## config.mk

```make
export PLATFORM = sky130hd
export DESIGN_NAME = motion_update_broadcast_ctrl
export DESIGN_NICKNAME = d
export VERILOG_FILES = /design/src/rtl/md_motion_pkg.sv /design/src/rtl/rr_arbiter.sv /design/src/rtl/motion_update_broadcast_ctrl.sv
export SDC_FILE = /design/constraint.sdc
export NUM_CORES = 1
export LEC_CHECK = 0
export ABC_CLOCK_PERIOD_IN_PS = 4800
export CAP_MARGIN = 0
export CORE_AREA = 2 2 227 229
export DETAILED_ROUTE_END_ITERATION = 12
export DIE_AREA = 0 0 229 231
export GPL_ROUTABILITY_DRIVEN = 0
export GPL_TIMING_DRIVEN = 0
export HOLD_SLACK_MARGIN = 0.08
export SLEW_MARGIN = 30
export SYNTH_ARGS = -nofsm -noshare
export SYNTH_HDL_FRONTEND = slang
export SYNTH_SLANG_ARGS = --single-unit
export TNS_END_PERCENT = 5
```

## constraint.sdc

```tcl
create_clock -name clk -period 4.8 [get_ports clk]
set_clock_uncertainty 0.1 [all_clocks]
set_input_delay 0.96 -clock clk [delete_from_list [all_inputs] [get_ports clk]]
set_output_delay 0.96 -clock clk [all_outputs]
set_load 0.01 [all_outputs]
```

## src/rtl/md_motion_pkg.sv

```systemverilog
// -----------------------------------------------------------------------------
// md_motion_pkg
// Shared types and defaults for the motion-update broadcast controller.
//   motion_state_e : phase sequencing states (also exported for debug)
//   DATA_WIDTH_DEF / CELL_ID_WIDTH_DEF : default component / coordinate widths
//   cell_id_t      : {cell_x, cell_y, cell_z} at the default coordinate width
// -----------------------------------------------------------------------------
package md_motion_pkg;

  localparam int DATA_WIDTH_DEF    = 32;
  localparam int CELL_ID_WIDTH_DEF = 4;

  typedef enum logic [1:0] {
    IDLE      = 2'd0,
    BROADCAST = 2'd1,
    SWAP_WAIT = 2'd2,
    DONE      = 2'd3
  } motion_state_e;

  typedef logic [3*CELL_ID_WIDTH_DEF-1:0] cell_id_t;

endpackage

```

## src/rtl/rr_arbiter.sv

```systemverilog
// -----------------------------------------------------------------------------
// rr_arbiter
// Purely combinational round-robin picker. Grants the first asserted request
// at or after the pointer, wrapping modulo N.
//   req_i   [N]  : request vector
//   ptr_i   [IW] : highest-priority index this cycle (must be < N)
//   grant_o [N]  : one-hot grant, all zero when no request
//   idx_o   [IW] : index of the granted request (0 when none)
// -----------------------------------------------------------------------------
module rr_arbiter #(
  parameter int N = 4,
  localparam int IW = (N > 1) ? $clog2(N) : 1
) (
  input  logic [N-1:0]  req_i,
  input  logic [IW-1:0] ptr_i,
  output logic [N-1:0]  grant_o,
  output logic [IW-1:0] idx_o
);

  logic          found;
  logic [IW-1:0] lane;

  always_comb begin
    grant_o = '0;
    idx_o   = '0;
    found   = 1'b0;
    lane    = '0;
    for (int k = 0; k < N; k++) begin
      lane = IW'((int'(ptr_i) + k) % N);
      if (!found && req_i[lane]) begin
        found         = 1'b1;
        grant_o[lane] = 1'b1;
        idx_o         = lane;
      end
    end
  end

endmodule

```

## src/rtl/motion_update_broadcast_ctrl.sv

```systemverilog
// -----------------------------------------------------------------------------
// motion_update_broadcast_ctrl
// Sequences the motion-update phase of the double-buffered position caches:
// holds motion_update_enable while requesters drain their particles onto a
// single broadcast bus (round-robin), waits for the caches to swap buffers,
// then pulses done.
//
// Ports
//   clk, rst             : clock, asynchronous active-high reset
//   start                : one-cycle phase start, only honoured in IDLE
//   req_valid[N]         : lane i holds a particle
//   req_data[N*3*DW]     : lane i = {posz, posy, posx}
//   req_dst_cell[N*3*CW] : lane i = {cell_x, cell_y, cell_z}
//   req_done[N]          : lane i has nothing more this phase (level)
//   req_ready[N]         : one-hot combinational grant
//   motion_update_enable : registered, high for the whole BROADCAST state
//   out_data, out_data_dst_cell, out_data_valid : registered broadcast bus
//   busy                 : state != IDLE
//   done                 : one-cycle end-of-phase pulse
//   broadcast_count      : saturating count of particles sent this phase
//   dbg_state            : current FSM state
//
// Handshake: a particle moves on lane i in the cycle where req_valid[i] and
// req_ready[i] are both high. req_valid must not depend on req_ready; the
// requester presents its next particle (or drops valid) in the following
// cycle. The accepted particle appears on out_* one cycle later.
// -----------------------------------------------------------------------------
module motion_update_broadcast_ctrl
  import md_motion_pkg::*;
#(
  parameter int DATA_WIDTH    = DATA_WIDTH_DEF,
  parameter int CELL_ID_WIDTH = CELL_ID_WIDTH_DEF,
  parameter int NUM_REQ       = 4,
  parameter int SWAP_CYCLES   = 3,
  parameter int CNT_WIDTH     = 16
) (
  input  logic                               clk,
  input  logic                               rst,
  input  logic                               start,
  input  logic [NUM_REQ-1:0]                 req_valid,
  input  logic [NUM_REQ*3*DATA_WIDTH-1:0]    req_data,
  input  logic [NUM_REQ*3*CELL_ID_WIDTH-1:0] req_dst_cell,
  input  logic [NUM_REQ-1:0]                 req_done,
  output logic [NUM_REQ-1:0]                 req_ready,
  output logic                               motion_update_enable,
  output logic [3*DATA_WIDTH-1:0]            out_data,
  output logic [3*CELL_ID_WIDTH-1:0]         out_data_dst_cell,
  output logic                               out_data_valid,
  output logic                               busy,
  output logic                               done,
  output logic [CNT_WIDTH-1:0]               broadcast_count,
  output motion_state_e                      dbg_state
);

  localparam int IW     = (NUM_REQ > 1) ? $clog2(NUM_REQ) : 1;
  localparam int LANE_W = 3 * DATA_WIDTH;
  localparam int CELL_W = 3 * CELL_ID_WIDTH;
  localparam int SW_W   = (SWAP_CYCLES > 1) ? $clog2(SWAP_CYCLES) : 1;

  localparam logic [SW_W-1:0] SWAP_LOAD = SW_W'(SWAP_CYCLES - 1);
  localparam logic [IW-1:0]   LAST_IDX  = IW'(NUM_REQ - 1);

  motion_state_e         state_q, state_d;
  logic [IW-1:0]         ptr_q, ptr_d;
  logic [CNT_WIDTH-1:0]  cnt_q, cnt_d;
  logic [SW_W-1:0]       swap_q, swap_d;
  logic                  enable_q;
  logic [LANE_W-1:0]     out_data_q;
  logic [CELL_W-1:0]     out_cell_q;
  logic                  out_valid_q;

  logic [NUM_REQ-1:0]    grant;
  logic [IW-1:0]         grant_idx;
  logic                  xfer;
  logic [LANE_W-1:0]     sel_data;
  logic [CELL_W-1:0]     sel_cell;

  rr_arbiter #(
    .N (NUM_REQ)
  ) u_arb (
    .req_i   (req_valid),
    .ptr_i   (ptr_q),
    .grant_o (grant),
    .idx_o   (grant_idx)
  );

  // One-hot AND-OR lane mux driven by the arbiter grant.
  always_comb begin
    sel_data = '0;
    sel_cell = '0;
    for (int i = 0; i < NUM_REQ; i++) begin
      sel_data = sel_data | ({LANE_W{grant[i]}} & req_data[i*LANE_W +: LANE_W]);
      sel_cell = sel_cell | ({CELL_W{grant[i]}} & req_dst_cell[i*CELL_W +: CELL_W]);
    end
  end

  always_comb begin
    state_d   = state_q;
    ptr_d     = ptr_q;
    cnt_d     = cnt_q;
    swap_d    = swap_q;
    req_ready = '0;
    xfer      = 1'b0;
    case (state_q)
      IDLE: begin
        if (start) begin
          cnt_d   = '0;
          state_d = BROADCAST;
        end
      end
      BROADCAST: begin
        req_ready = grant;
        if (|req_valid) begin
          // Any valid lane is granted, even one whose done is already high.
          xfer  = 1'b1;
          ptr_d = (grant_idx == LAST_IDX) ? '0 : grant_idx + IW'(1);
          if (cnt_q != {CNT_WIDTH{1'b1}}) begin
            cnt_d = cnt_q + CNT_WIDTH'(1);
          end
        end else if (&req_done) begin
          swap_d  = SWAP_LOAD;
          state_d = SWAP_WAIT;
        end
      end
      SWAP_WAIT: begin
        if (swap_q == '0) begin
          state_d = DONE;
        end else begin
          swap_d = swap_q - SW_W'(1);
        end
      end
      DONE: begin
        state_d = IDLE;
      end
      default: begin
        state_d = IDLE;
      end
    endcase
  end

  always_ff @(posedge clk or posedge rst) begin
    if (rst) begin
      state_q     <= IDLE;
      ptr_q       <= '0;
      cnt_q       <= '0;
      swap_q      <= '0;
      enable_q    <= 1'b0;
      out_data_q  <= '0;
      out_cell_q  <= '0;
      out_valid_q <= 1'b0;
    end else begin
      state_q     <= state_d;
      ptr_q       <= ptr_d;
      cnt_q       <= cnt_d;
      swap_q      <= swap_d;
      // Enable tracks the next state so it rises with the first BROADCAST
      // cycle and falls with the first SWAP_WAIT cycle.
      enable_q    <= (state_d == BROADCAST);
      out_data_q  <= xfer ? sel_data : '0;
      out_cell_q  <= xfer ? sel_cell : '0;
      out_valid_q <= xfer;
    end
  end

  assign motion_update_enable = enable_q;
  assign out_data             = out_data_q;
  assign out_data_dst_cell    = out_cell_q;
  assign out_data_valid       = out_valid_q;
  assign busy                 = (state_q != IDLE);
  assign done                 = (state_q == DONE);
  assign broadcast_count      = cnt_q;
  assign dbg_state            = state_q;

endmodule

```

-- After elaboration in Yosys (flattened, before gate mapping)
Index checks and enable logic that the tools add are counted.
- $add $sub $neg: 6
- order comparisons: 8
- equality and inequality tests: 12
- mux-type cells: 46
- bitwise gates (word level): 17
- reductions and logical operators: 20
- operator list (kind ; number):
    AND 96 bit ; 4
    bitwise OR 96 bit ; 3
    two-way mux 96 bit ; 1
    AND 12 bit ; 4
    two-way mux 16 bit ; 3
    bitwise OR 12 bit ; 3
    case mux 16 bit (2 select lines) ; 1
    two-way mux 2 bit ; 12
    two-way mux 4 bit ; 5
    adder 16 x 1 -> 16 bit (second input constant) ; 1
    inequality test 16 bit (second input constant) ; 1
    two-way mux 1 bit ; 13
    < comparator 2 x 3 -> 1 bit (second input constant) ; 4
    two-way mux 12 bit ; 1
    inequality test 2 bit (second input constant) ; 6
    bitwise OR 4 bit ; 3
    AND reduction 4 bit ; 3
    binary-select mux 1 bit (select 2 bit) ; 4
    demux 1 bit (select 2 bit) ; 4
    greater-or-equal comparator 2 x 1 -> 1 bit (second input constant) ; 4
    case mux 2 bit (4 select lines) ; 1
    logical AND 1 bit ; 7
    equality test 2 bit (second input constant) ; 3
    nonzero test 2 bit ; 3
    9 further kinds ; 15
- flip-flop bits (word level): 132
- input port bits: 443
- output and inout bits: 134
- word-level logic and storage cells: 117

-- Longest topological paths before layout
Gate-level depths: netlist of the first run.
- depth after elaboration: 17
- mapped depth: 12
- gate-level depth less buffers: 8

-- Cells and area by module
A second synthesis of the first run with hierarchy kept.
- cell total of the unflattened synthesis: 695
- area total of the unflattened synthesis: 6904.1 sq um
- by module, submodules not included (module ; instances ; cells an instance ; area each (sq um) ; sequential area each (sq um)):
    motion_update_broadcast_ctrl ; 1 ; 647 ; 6500.0 ; 3303.2
    rr_arbiter ; 1 ; 48 ; 404.1 ; 0.0

-- Worst setup path after synthesis of the first run
OpenSTA, ideal clock, no wires.
- kind: flip-flop to output port
- start: register with a tool-made name
- end: output port req_ready[0]
- arrival: 2.883 ns
- data required time: 3.740 ns
- path slack: 0.857 ns
- stages on the path, launching flop included: 11
- path through: dfrtp_1 clkinv_1 ha_1 buf_2 mux2i_1 mux2i_1 nor4b_4 o2bb2ai_2 buf_6 buf_2 and2_1
- RTL lines (what ; line ; RTL):
    to (decl) ; motion_update_broadcast_ctrl.sv:44 ; output logic [NUM_REQ-1:0] req_ready,

-- Final worst setup path of the first run
- start: input port req_valid[2]
- end: output port req_ready[0]
- cells in the longest elaborated chain, start to end: 13
- elaborated cells on any way between the ends: 25
- RTL lines (what ; line ; RTL):
    from (decl) ; motion_update_broadcast_ctrl.sv:40 ; input logic [NUM_REQ-1:0] req_valid,
    binary-select mux 1 bit (select 2 bit) ; rr_arbiter.sv:30 ; if (!found && req_i[lane]) begin
    two-way mux 1 bit (implied by the code) ; rr_arbiter.sv:30 ;
    two-way mux 1 bit ; rr_arbiter.sv:30 ;
    logical NOT 1 bit ; rr_arbiter.sv:30 ;
    logical AND 1 bit ; rr_arbiter.sv:30 ;
    two-way mux 1 bit ; rr_arbiter.sv:30 ;
    logical NOT 1 bit ; rr_arbiter.sv:30 ;
    logical AND 1 bit ; rr_arbiter.sv:30 ;
    two-way mux 1 bit ; rr_arbiter.sv:30 ;
    logical NOT 1 bit ; rr_arbiter.sv:30 ;
    logical AND 1 bit ; rr_arbiter.sv:30 ;
    two-way mux 4 bit (*) ; rr_arbiter.sv:30 ;
    two-way mux 4 bit (*) ; motion_update_broadcast_ctrl.sv:104 ; case (state_q)
Mark *: on every way between the ends. The rest lies on a longest branch, timed or not. The select of a mux whose other input is x is not followed.

==> qor.csv, run 1 <==
metric,value,unit
status,"complete, no violations",
min_path_type,reg -> reg,
syn-instance-count,953,
seq_area,0.00331,sq mm
pwr-share-clk,14.4,%
reg2regPathDepth,13,
p_leak,5.93,nW
final_area,0.0155,sq mm
syn_to_final_growth,96.5,%
hold_violations,0,
ioPinCount,577,
intPower,0.00555,W
clk_pin_slew,0.05,ns
drc_errors,0,
root_buffer,clkbuf_16,
dieArea,0.0529,sq mm
setup-violations-final,0,
worst_pin_slew,1.03,ns
track_usage,18.1,%
ant_nets,0,
dr.pass1.iters,5,
drtIter0Drc,797,
max_clock_freq,213,MHz
core_region_area,0.0507,sq mm
cp.required,3.74,ns
row_count,83,
antenna_found_initial,4,
syn_area_per_cell,8.26,sq um
holdPathEnd,swap_q[1],
timing.final.ws_setup,0.0989,ns
start_kind,input pin,
hold_depth,2,
numCtsBuffers,17,
rrSetupSlack,1.24,ns
worstSetupPathType,in -> out,
timing.hold.ws,0.436,ns
synth-edff-count,0,
r2r-start,ptr_q[1],
htree_levels,4,
cts_max_path_buffers,2,
ctsHoldBuffers,0,
multi_input_area,0.00421,sq mm
placed_cell_area,0.0145,sq mm
p_per_area,678,mW/mm^2
start_util,15.5,%
ys_warn_count,0,
peakVddDrop,0.321,mV
setup_tns,0,ns
max_cap_violations,0,
die_x,229,microns
nNetsFinal,2011,
viasPerCell,4.77,
die_y,231,microns
totalWireLength,49.5,mm
syn-num-nets,1406,
r2r-end,out_data[16],
p_total,0.0105,W
combPwrFrac,67.6,%
clock-sinks,132,
dpl_worst_slack,-0.900,ns
slew_violations,0,
grt_pass1_wl,70.6,mm
netlist_area,0.00787,sq mm
cp.arrival,3.64,ns
cp-end-kind,primary output,
fill_cells,5400,
portBuffers,573,
crit_fanout,19,
ys_async_sr_fraction,100,%
power.switching,0.00493,W
drive_gt1_share,8.15,%
cts_tree,yes,
synth_ff_type,dfrtp_1,
wl_per_cell,22.0,microns
yosysUniqueCellTypes,42,
ys_seq_area_share,42.0,%
grt_max_degree,69,
dp_hpwl,38.7,mm
slew_headroom,31.3,%
p_sw_share,47.0,%
synth-seq-cells,132,
vias,10700,
grt_remaining_overflow,0,
grt_pass1_vias,11000,
pwr-share-seq,18.0,%
finalCritPeriodShare,97.9,%
period_needed,4.70,ns
hp-start,swap_q[1],
clock_latency,0.47,ns
-- metrics by stage --
stage,std cells,util [%]
after floorplan,953,-
after detailed placement,2207,28.7
after CTS,2242,30.3
final,2251,30.5
after global routing,2250,30.5
after global placement,2206,28.5
-- worst max-delay path: stages --
cell	delay, ns
clkdlybuf4s50_1	0.43
mux4_2	0.45
buf_4	0.19
nor4b_4	0.33
buf_12	0.17
o2bb2ai_4	0.16
buf_6	0.25
and2_1	0.15
clkdlybuf4s50_1	0.53
-- cells in the mapped netlist (8+ instances only) --
master	n	share of area, %
nor2_1	24	1.1
xor2_1	10	1.1
nand3_1	442	28
dfrtp_1	132	42
nand4_1	115	9.1
mux2i_1	14	1.8
buf_2	38	2.4
nand2_1	11	0.52
clkbuf_1	55	2.6
ha_1	10	1.6
nor2b_1	8	0.64
-- placed cells by master, fill, tap and decap left out, drive strengths merged, types with 8 or more instances in the layout --
master | synthesis | final
nand3 | 442 | 442
nand4 | 115 | 115
xor2 | 10 | 10
clkbuf | 55 | 74
dfrtp | 132 | 132
mux2i | 14 | 14
nor2 | 24 | 24
inv | 7 | 9
clkdlybuf4s50 | 0 | 572
buf | 50 | 64
nor2b | 8 | 8
nand2 | 11 | 11
ha | 10 | 10
-- cell families (layout without fill, tap and decap cells) --
kind of cell               after synthesis  count (layout)  synth area share [%]
DFF                                    132             132                  42.0
muxes                                   21              21                  2.92
xor gates and xnor gates                14              14                  1.56
adders and majority gates               10              10                  1.59
other                                    0               1                     0
buffers and inverters                  114             731                  6.52
and+or+nand+nor                        630             630                  42.2
AOI/OAI and AO/OA                       32              32                  3.24
-- routing by layer --
layer | GRT usage (%) | wire length (microns)
met2 | 31.0 | 24200
met1 | 20.6 | 18900
met5 | 0 | 0
met4 | 8.26 | 1710
met3 | 5.78 | 4660
-- area by class of cell --
cell class              instances  share of cell area, %
clock inverters                11                   1.29
plain buffers                 102                   3.16
multi-input cells             707                   27.2
inverters                       9                  0.315
flip-flops and latches        132                   21.4
repair buffers                589                   38.1
diodes                          1                 0.0162
clock buffers                  20                   3.02
well taps                     680                   5.50
-- flip-flops by register name, summed over array words and instances, names as in the netlist, named ones only --
signal                count
out_data_valid            1
dbg_state                 2
broadcast_count          16
out_data_dst_cell        12
out_data                 96
motion_update_enable      1
ptr_q                     1
swap_q                    2
-- repair_timing --
item / CTS / global route
setup buffers: 7 / 8
setup endpoints to repair: 4 / 4
gates resized for setup: 21 / 10
pin swaps: 4 / 2
gates cloned: 0 / 0
-- worst max-delay path by stage --
stage	from	endpoint	slack, ns
after floorplan	rst	asynchronous set/reset pin	0.21
after global placement	rst	out_data[44]	-2.17
after detailed placement	req_valid[2]	req_ready[1]	-0.90
after CTS	req_valid[2]	req_ready[2]	-0.03
after global routing	ptr_q[1]	req_ready[1]	-0.002
final	req_valid[2]	req_ready[0]	0.1
-- power by group through the flow --
| stage | clock network, W | logic [W] | registers (W) |
|---|---|---|---|
| 3_5_place_dp | 0 | 0.00679 | 0.00191 |
| 5_1_grt | 0.00161 | 0.00759 | 0.00194 |
| 6_report | 0.00151 | 0.00709 | 0.00188 |
| 3_3_place_gp | 0 | 0.00669 | 0.00190 |
| 2_1_floorplan | 0 | 0.00330 | 0.00213 |
| 4_1_cts | 0.00156 | 0.00698 | 0.00190 |
Power figures use the tool's default switching activity.
==> run 2, diff against run 1 <==
--- a/config.mk
+++ b/config.mk
@@ -5,7 +5,7 @@
 export SDC_FILE = /design/constraint.sdc
 export NUM_CORES = 1
 export LEC_CHECK = 0
-export ABC_CLOCK_PERIOD_IN_PS = 4800
+export ABC_CLOCK_PERIOD_IN_PS = 3970
 export CAP_MARGIN = 0
 export CORE_AREA = 2 2 227 229
 export DETAILED_ROUTE_END_ITERATION = 12
@@ -13,6 +13,7 @@
 export GPL_ROUTABILITY_DRIVEN = 0
 export GPL_TIMING_DRIVEN = 0
 export HOLD_SLACK_MARGIN = 0.08
+export SETUP_SLACK_MARGIN = 0.5
 export SLEW_MARGIN = 30
 export SYNTH_ARGS = -nofsm -noshare
 export SYNTH_HDL_FRONTEND = slang
==> constraint.sdc (replaced) <==
create_clock -name clk -period 3.97 [get_ports clk]
set_clock_uncertainty 0.1 [all_clocks]
set_input_delay 0.794 -clock clk [delete_from_list [all_inputs] [get_ports clk]]
set_output_delay 0.794 -clock clk [all_outputs]
set_load 0.01 [all_outputs]
==> run 2 against run 1 <==
Die area is the same. Utilization grew 0.85 points. First-iteration DRC count shrank 18%. Non-clock buffer count grew 29. Register-to-register slack lost 0.61 ns. Critical path depth grew 5. Final area grew 2.8%. Sequential share of layout area shrank 0.59 points. Clock power grew 22%. Clock-buffer cell count is the same.
==> qor.csv, run 2 (same netlist as run 1, synthesis figures left out) <==
metric,value,unit,change
grt_pass1_vias,11300,,+3.0%
grt_pass1_wl,73.9,mm,+4.7%
dr.pass1.iters,5,,unchanged
cp_top_family,buffers and inverters,,
drtIter0Drc,651,,-18%
p_per_area,846,mW/mm^2,+25%
hp-start,swap_q[1],,
finalCritPeriodShare,97.7,%,
r2r-end,out_data[16],,
timing.hold.ws,0.436,ns,-0.0000990 ns
hold_violations,0,,unchanged
final_common_cell,clkdlybuf4s50_1,,
ioPinCount,577,,unchanged
pwr-share-seq,17.0,%,-1.0 points
clock_latency,0.46,ns,about the same
nNetsFinal,2040,,+1.4%
p_sw_share,46.9,%,-0.15 points
setup-violations-final,0,,unchanged
rsz0062_at_grt,yes,,
start_util,15.5,%,unchanged
pwr-share-clk,13.7,%,-0.7 points
combPwrFrac,69.3,%,+1.7 points
power.switching,0.00631,W,+28%
peakVddDrop,0.353,mV,+10%
grt_remaining_overflow,0,,unchanged
ant_nets,0,,unchanged
cp.required,3.08,ns,-0.66 ns
clk_pin_slew,0.06,ns,about the same
status,"complete, no violations",,
reg2regPathDepth,15,,+2
min_path_type,reg -> reg,,
rrSetupSlack,0.63,ns,-0.61 ns
cts_max_path_buffers,2,,unchanged
dpl_worst_slack,-1.34,ns,-0.437 ns
root_buffer,clkbuf_16,,
row_count,83,,unchanged
slowest_delay,0.37,ns,-0.16 ns
die_x,229,microns,unchanged
totalWireLength,51.8,mm,+4.8%
fill_cells,5407,,+0.13%
antenna_found_initial,1,,-3
max_clock_freq,258,MHz,
period_needed,3.88,ns,
worst_pin_slew,0.978,ns,-0.0522 ns
dp_hpwl,39.6,mm,+2.5%
worstSetupPathType,reg -> out,,
diodes,0,,-1
intPower,0.00715,W,+29%
die_y,231,microns,unchanged
p_leak,6.15,nW,+3.6%
drive_gt1_share,10.7,%,+2.5 points
slew_headroom,34.8,%,+3.5 points
cts_tree,yes,,
portBuffers,573,,unchanged
grt_max_degree,27,,-61%
vias,10900,,+1.8%
mostFrequentLayoutCells,"clkdlybuf4s50_1 (568), nand3_1 (441), dfrtp_1 (131)",,
cp.arrival,2.99,ns,-0.65 ns
syn_to_final_growth,102,%,
numCtsBuffers,17,,unchanged
track_usage,19.0,%,+0.88 points
viasPerCell,4.79,,+0.52%
crit_buf_inv,8,,+3
htree_levels,4,,unchanged
hold_depth,2,,unchanged
wl_per_cell,22.7,microns,+3.4%
slew_violations,0,,unchanged
start_kind,flip-flop,,
crit_fanout,5,,-14
holdPathEnd,swap_q[1],,
path_cells,buf_6 -> inv_6 -> ha_4 -> buf_8 -> mux2i_4 -> mux2i_4 -> nor4b_4 -> buf_6 -> buf_6 -> o2bb2ai_4 -> buf_8 -> buf_8 -> and2_4 -> buf_6,,
p_total,0.0135,W,+28%
cp-end-kind,primary output,,
r2r-start,ptr_q[1],,
cp_common_cell,buf_6,,
dieArea,0.0529,sq mm,unchanged
clock-sinks,132,,unchanged
cp_slowest_cell,dfrtp_1,,
largest_reg_flops,96,,unchanged
drc_errors,0,,unchanged
max_cap_violations,0,,unchanged
core_region_area,0.0507,sq mm,unchanged
timing.final.ws_setup,0.0896,ns,-0.00922 ns
run 2: routing by layer:
layer / track usage, % / routed length [microns] / vias to the layer above
li1: - / - / 4828
met1: 21.3 / 19800 / 5310
met2: 33.2 / 25700 / 685
met3: 5.73 / 4440 / 106
met4: 8.60 / 1870 / 2
met5: 0 / 13 / -
run 2: power by group through the flow:
stage                     sequential [W]  clock [W]  combinational (W)
after detailed placement         0.00232          0            0.00831
final                            0.00229    0.00184            0.00932
after floorplan                  0.00258          0            0.00398
after CTS                        0.00229    0.00190            0.00923
after global placement           0.00231          0            0.00814
after global routing             0.00235    0.00195            0.00994
run 2: final cells by class:
type	count	area (sq um)	area share, %
timing repair buffer	615	6170	38.8
buffer	105	559	3.52
sequential	132	3300	20.8
multi-input combinational	707	4300	27.0
clock inverter	12	201	1.27
clock buffer	20	467	2.94
inverter	9	47.5	0.299
tap	680	851	5.35
run 2: tightest hold or removal path, stage by stage (launching register included):
cell and delay, ns:
dfrtp_1 0.36, a22oi_1 0.08, nand2_1 0.06
run 2: timing repair:
| action | CTS | global route |
|---|---|---|
| cloned | 2 | 0 |
| hold buffers | 0 | 0 |
| setup endpoints to repair | 113 | 9 |
| pin swaps | 9 | 2 |
| resized for setup | 84 | 14 |
| setup buffers | 32 | 3 |
run 2: metrics by stage:
stage / util [%] / cell area [sq um] / std cells / setup TNS [ns]
floorplan: - / 7880 / 953 / 0
global placement: 28.5 / 14500 / 2206 / -26.00
detailed placement: 28.9 / 14600 / 2211 / -14.54
CTS: 31.3 / 15800 / 2277 / 0
global route: 31.4 / 15900 / 2280 / -0.0377
finish: 31.4 / 15900 / 2280 / 0
run 2: how the worst max path moves through the flow:
stage / cells after the start / from / endpoint / slack (ns)
after global placement: 10 / req_valid[2] / req_ready[1] / -1.36
after detailed placement: 10 / req_valid[2] / req_ready[1] / -1.34
final: 14 / ptr_q[1] / req_ready[1] / 0.09
after global routing: 13 / ptr_q[1] / req_ready[2] / -0.02
after CTS: 13 / ptr_q[1] / req_ready[2] / 0.07
after floorplan: 10 / flip-flop / req_ready[0] / 0.19
==> run 3, diff against run 2 <==
--- a/config.mk
+++ b/config.mk
@@ -7,15 +7,14 @@
 export LEC_CHECK = 0
 export ABC_CLOCK_PERIOD_IN_PS = 3970
 export CAP_MARGIN = 0
-export CORE_AREA = 2 2 227 229
+export CORE_AREA = 2 2 226 228
 export DETAILED_ROUTE_END_ITERATION = 12
-export DIE_AREA = 0 0 229 231
+export DIE_AREA = 0 0 228 230
 export GPL_ROUTABILITY_DRIVEN = 0
-export GPL_TIMING_DRIVEN = 0
 export HOLD_SLACK_MARGIN = 0.08
-export SETUP_SLACK_MARGIN = 0.5
 export SLEW_MARGIN = 30
 export SYNTH_ARGS = -nofsm -noshare
 export SYNTH_HDL_FRONTEND = slang
+export SYNTH_HIERARCHICAL = 1
 export SYNTH_SLANG_ARGS = --single-unit
 export TNS_END_PERCENT = 5
==> run 3 against run 2 <==
Sequential power decreased by 5%. Final area decreased by 11%. Clock-buffer cell count decreased by 3. Total power decreased by 24%. Worst setup slack improved by 0.11 ns. Critical path type is now in -> out.
==> qor.csv, run 3 <==
metric,value,unit,change
status,"complete, no violations",,
row_count,82,,-1.2%
portBuffers,576,,+0.52%
synth_mux_area_share,1.90,%,-1.0 points
dp_hpwl,30.3,mm,-24%
drive_gt1_share,6.34,%,-4.3 points
grt_pass1_wl,56.8,mm,-23%
cp.required,3.08,ns,about the same
clock-sinks,132,,unchanged
largest_reg_flops,96,,unchanged
viasPerCell,4.40,,-8.2%
ys_async_sr_fraction,100,%,unchanged
ctsHoldBuffers,0,,unchanged
wl_met2,19.7,mm,-24%
grt_max_degree,133,,+390%
start_util,13.8,%,-1.7 points
totalWireLength,39.2,mm,-24%
root_buffer,clkbuf_16,,
synth-edff-count,0,,unchanged
seq_area,0.00330,sq mm,about the same
setup-violations-final,0,,unchanged
multi_input_area,0.00332,sq mm,-23%
stdcell_count,1944,,-15%
highest_layer,met4,,
die_y,230,microns,-0.43%
worstSetupPathType,in -> out,,
dieArea,0.0524,sq mm,-0.87%
htree_levels,4,,unchanged
hold_violations,0,,unchanged
synth.area.top_cells,"dfrtp_1 (48%), a22oi_1 (24%), a21oi_1 (8.0%)",,
slew_violations,0,,unchanged
synthAdderAreaFrac,1.45,%,-0.14 points
syn-instance-count,695,,-27%
numCtsBuffers,17,,unchanged
finalCritPeriodShare,95.1,%,-2.7 points
syn-num-nets,1146,,-18%
pwr-share-clk,16.2,%,+2.5 points
post_cts_buffers,0,,-100%
ys_seq_area_share,47.8,%,+5.9 points
ys_warn_count,6,,+6
mostFrequentLayoutCells,"clkdlybuf4s50_1 (572), a22oi_1 (224), dfrtp_1 (132)",,
syn_area_per_cell,9.93,sq um,+20%
yosysUniqueCellTypes,49,,+17%
drtIter0Drc,609,,-6.5%
nNetsFinal,1699,,-17%
yosysMostFrequentCell,a22oi_1,,
grt_pass1_vias,8766,,-22%
vias,8558,,-22%
p_sw_share,43.4,%,-3.5 points
wl_per_cell,20.2,microns,-11%
max_clock_freq,265,MHz,+2.8%
rsz0062_at_grt,no,,
syn_to_final_growth,106,%,
grt_remaining_overflow,0,,unchanged
dr.pass1.iters,5,,unchanged
period_needed,3.77,ns,-0.106 ns
max_cap_violations,0,,unchanged
fill_cells,5280,,-2.3%
wl_met1,14.6,mm,-26%
synth_ff_type,dfrtp_1,,
start_kind,input pin,,
p_leak,5.30,nW,-14%
core_region_area,0.0499,sq mm,-1.6%
final_common_cell,clkdlybuf4s50_1,,
slew_headroom,45.6,%,+11 points
yosysTopAreaCell,dfrtp_1,,
track_usage,14.6,%,-4.4 points
wl_met3,3.61,mm,-19%
antenna_found_initial,14,,+13
timing.hold.ws,0.449,ns,+0.0133 ns
setup_tns,0,ns,unchanged
synth-seq-cells,132,,unchanged
clk_pin_slew,0.07,ns,about the same
intPower,0.00582,W,-19%
synth_xor_area_share,0,%,-1.6 points
power.switching,0.00446,W,-29%
netlist_area,0.00690,sq mm,-12%
cts_tree,yes,,
synth_compound_area_share,37.4,%,+34 points
ant_nets,0,,unchanged
yosysTopAreaCellShare,47.8,%,+5.9 points
peakVddDrop,0.604,mV,+71%
combPwrFrac,62.6,%,-6.7 points
cts_max_path_buffers,2,,unchanged
pwr-share-seq,21.2,%,+4.2 points
die_x,228,microns,-0.44%
cp-end-kind,primary output,,
clock_latency,0.48,ns,+0.02 ns
synth_top_family_by_area,compound AO/OA/AOI/OAI gates,,
crit_fanout,6,,+1
place_inst,1900,,-14%
finalCoreUtilization,28.5,%,-2.9 points
synth_commonest_cells,"a22oi_1 (224), dfrtp_1 (132), a21oi_1 (111), clkbuf_1 (53), nand2_1 (18)",,
ioPinCount,577,,unchanged
p_per_area,724,mW/mm^2,-14%
cp.arrival,2.88,ns,-0.11 ns
worst_pin_slew,0.815,ns,-0.162 ns
min_path_type,reg -> reg,,
synth_simple_gate_area_share,6.60,%,-36 points
drc_errors,0,,unchanged
run 3: changes by cell type after synthesis, moves of 7 or more:
cell,before,now
a21oi_1,4,111
a22oi_1,1,224
buf_2,38,14
inv_1,7,14
mux2i_1,14,3
nand2_1,11,18
nand3_1,442,6
nand4_1,115,6
nor2_1,24,12
o21ai_0,5,12
xor2_1,10,0
run 3: power groups by stage:
stage                     combinational (W)  sequential, W  clock [W]
final                               0.00643        0.00218    0.00166
after global routing                0.00702        0.00224    0.00177
after CTS                           0.00650        0.00219    0.00174
after detailed placement            0.00650        0.00221          0
after global placement              0.00642        0.00221          0
after floorplan                     0.00327        0.00242          0
run 3: path summary, 6_finish.rpt:
path,from,to,slack (ns),cells after the start
min in group asynchronous,rst,out_data[84],0.61,3
worst max register to register,ptr_q[0],out_data[19],0.64,9
worst min-delay path,swap_q[1],swap_q[1],0.45,2
worst min register to register,swap_q[1],swap_q[1],0.45,2
max in group asynchronous,rst,out_data[46],2.25,4
worst max-delay path,req_valid[3],req_ready[3],0.20,7
run 3: critical path, stage by stage:
cell and delay, ns:
clkdlybuf4s50_1 0.50, mux4_2 0.56, nor4b_4 0.42, a22oi_1 0.17, o21ai_4 0.11, and2_1 0.16
clkbuf_2 0.16
run 3: logic make-up after synthesis:
logic type,Yosys count
AO/OA/AOI/OAI,383
flip-flops,132
buffers and inverters,83
AND/OR/NAND/NOR,81
multiplexers,8
adder cells (fa/ha/maj),8
run 3: metal layers:
layer  GRT usage, %  vias up
met2           24.8      475
met4           8.09        0
li1               -     3866
met3           5.44       52
met1           15.8     4165
met5              0        -
run 3: final cells by class:
cell class	count	area share, %
Clock buffer	17	3.00
Antenna cell	11	0.194
Inverter	14	0.397
Timing Repair Buffer	603	42.6
Clock inverter	15	1.21
Tap cell	672	5.92
Sequential cell	132	23.3
Multi-Input combinational cell	480	23.4
run 3: per-stage QoR:
step	total power [W]	area [sq um]	setup WS [ns]
2_1_floorplan	0.00569	6910	-0.00584
3_3_place_gp	0.00863	13600	-0.238
3_5_place_dp	0.00871	13600	-0.248
4_1_cts	0.0104	14200	0.00772
5_1_grt	0.0110	14200	0.0615
6_report	0.0103	14200	0.196
run 3: timing repair:
item                       4_1_cts  5_1_grt
pin swaps                        1        1
resized for setup                4        8
setup endpoints to repair        4        4
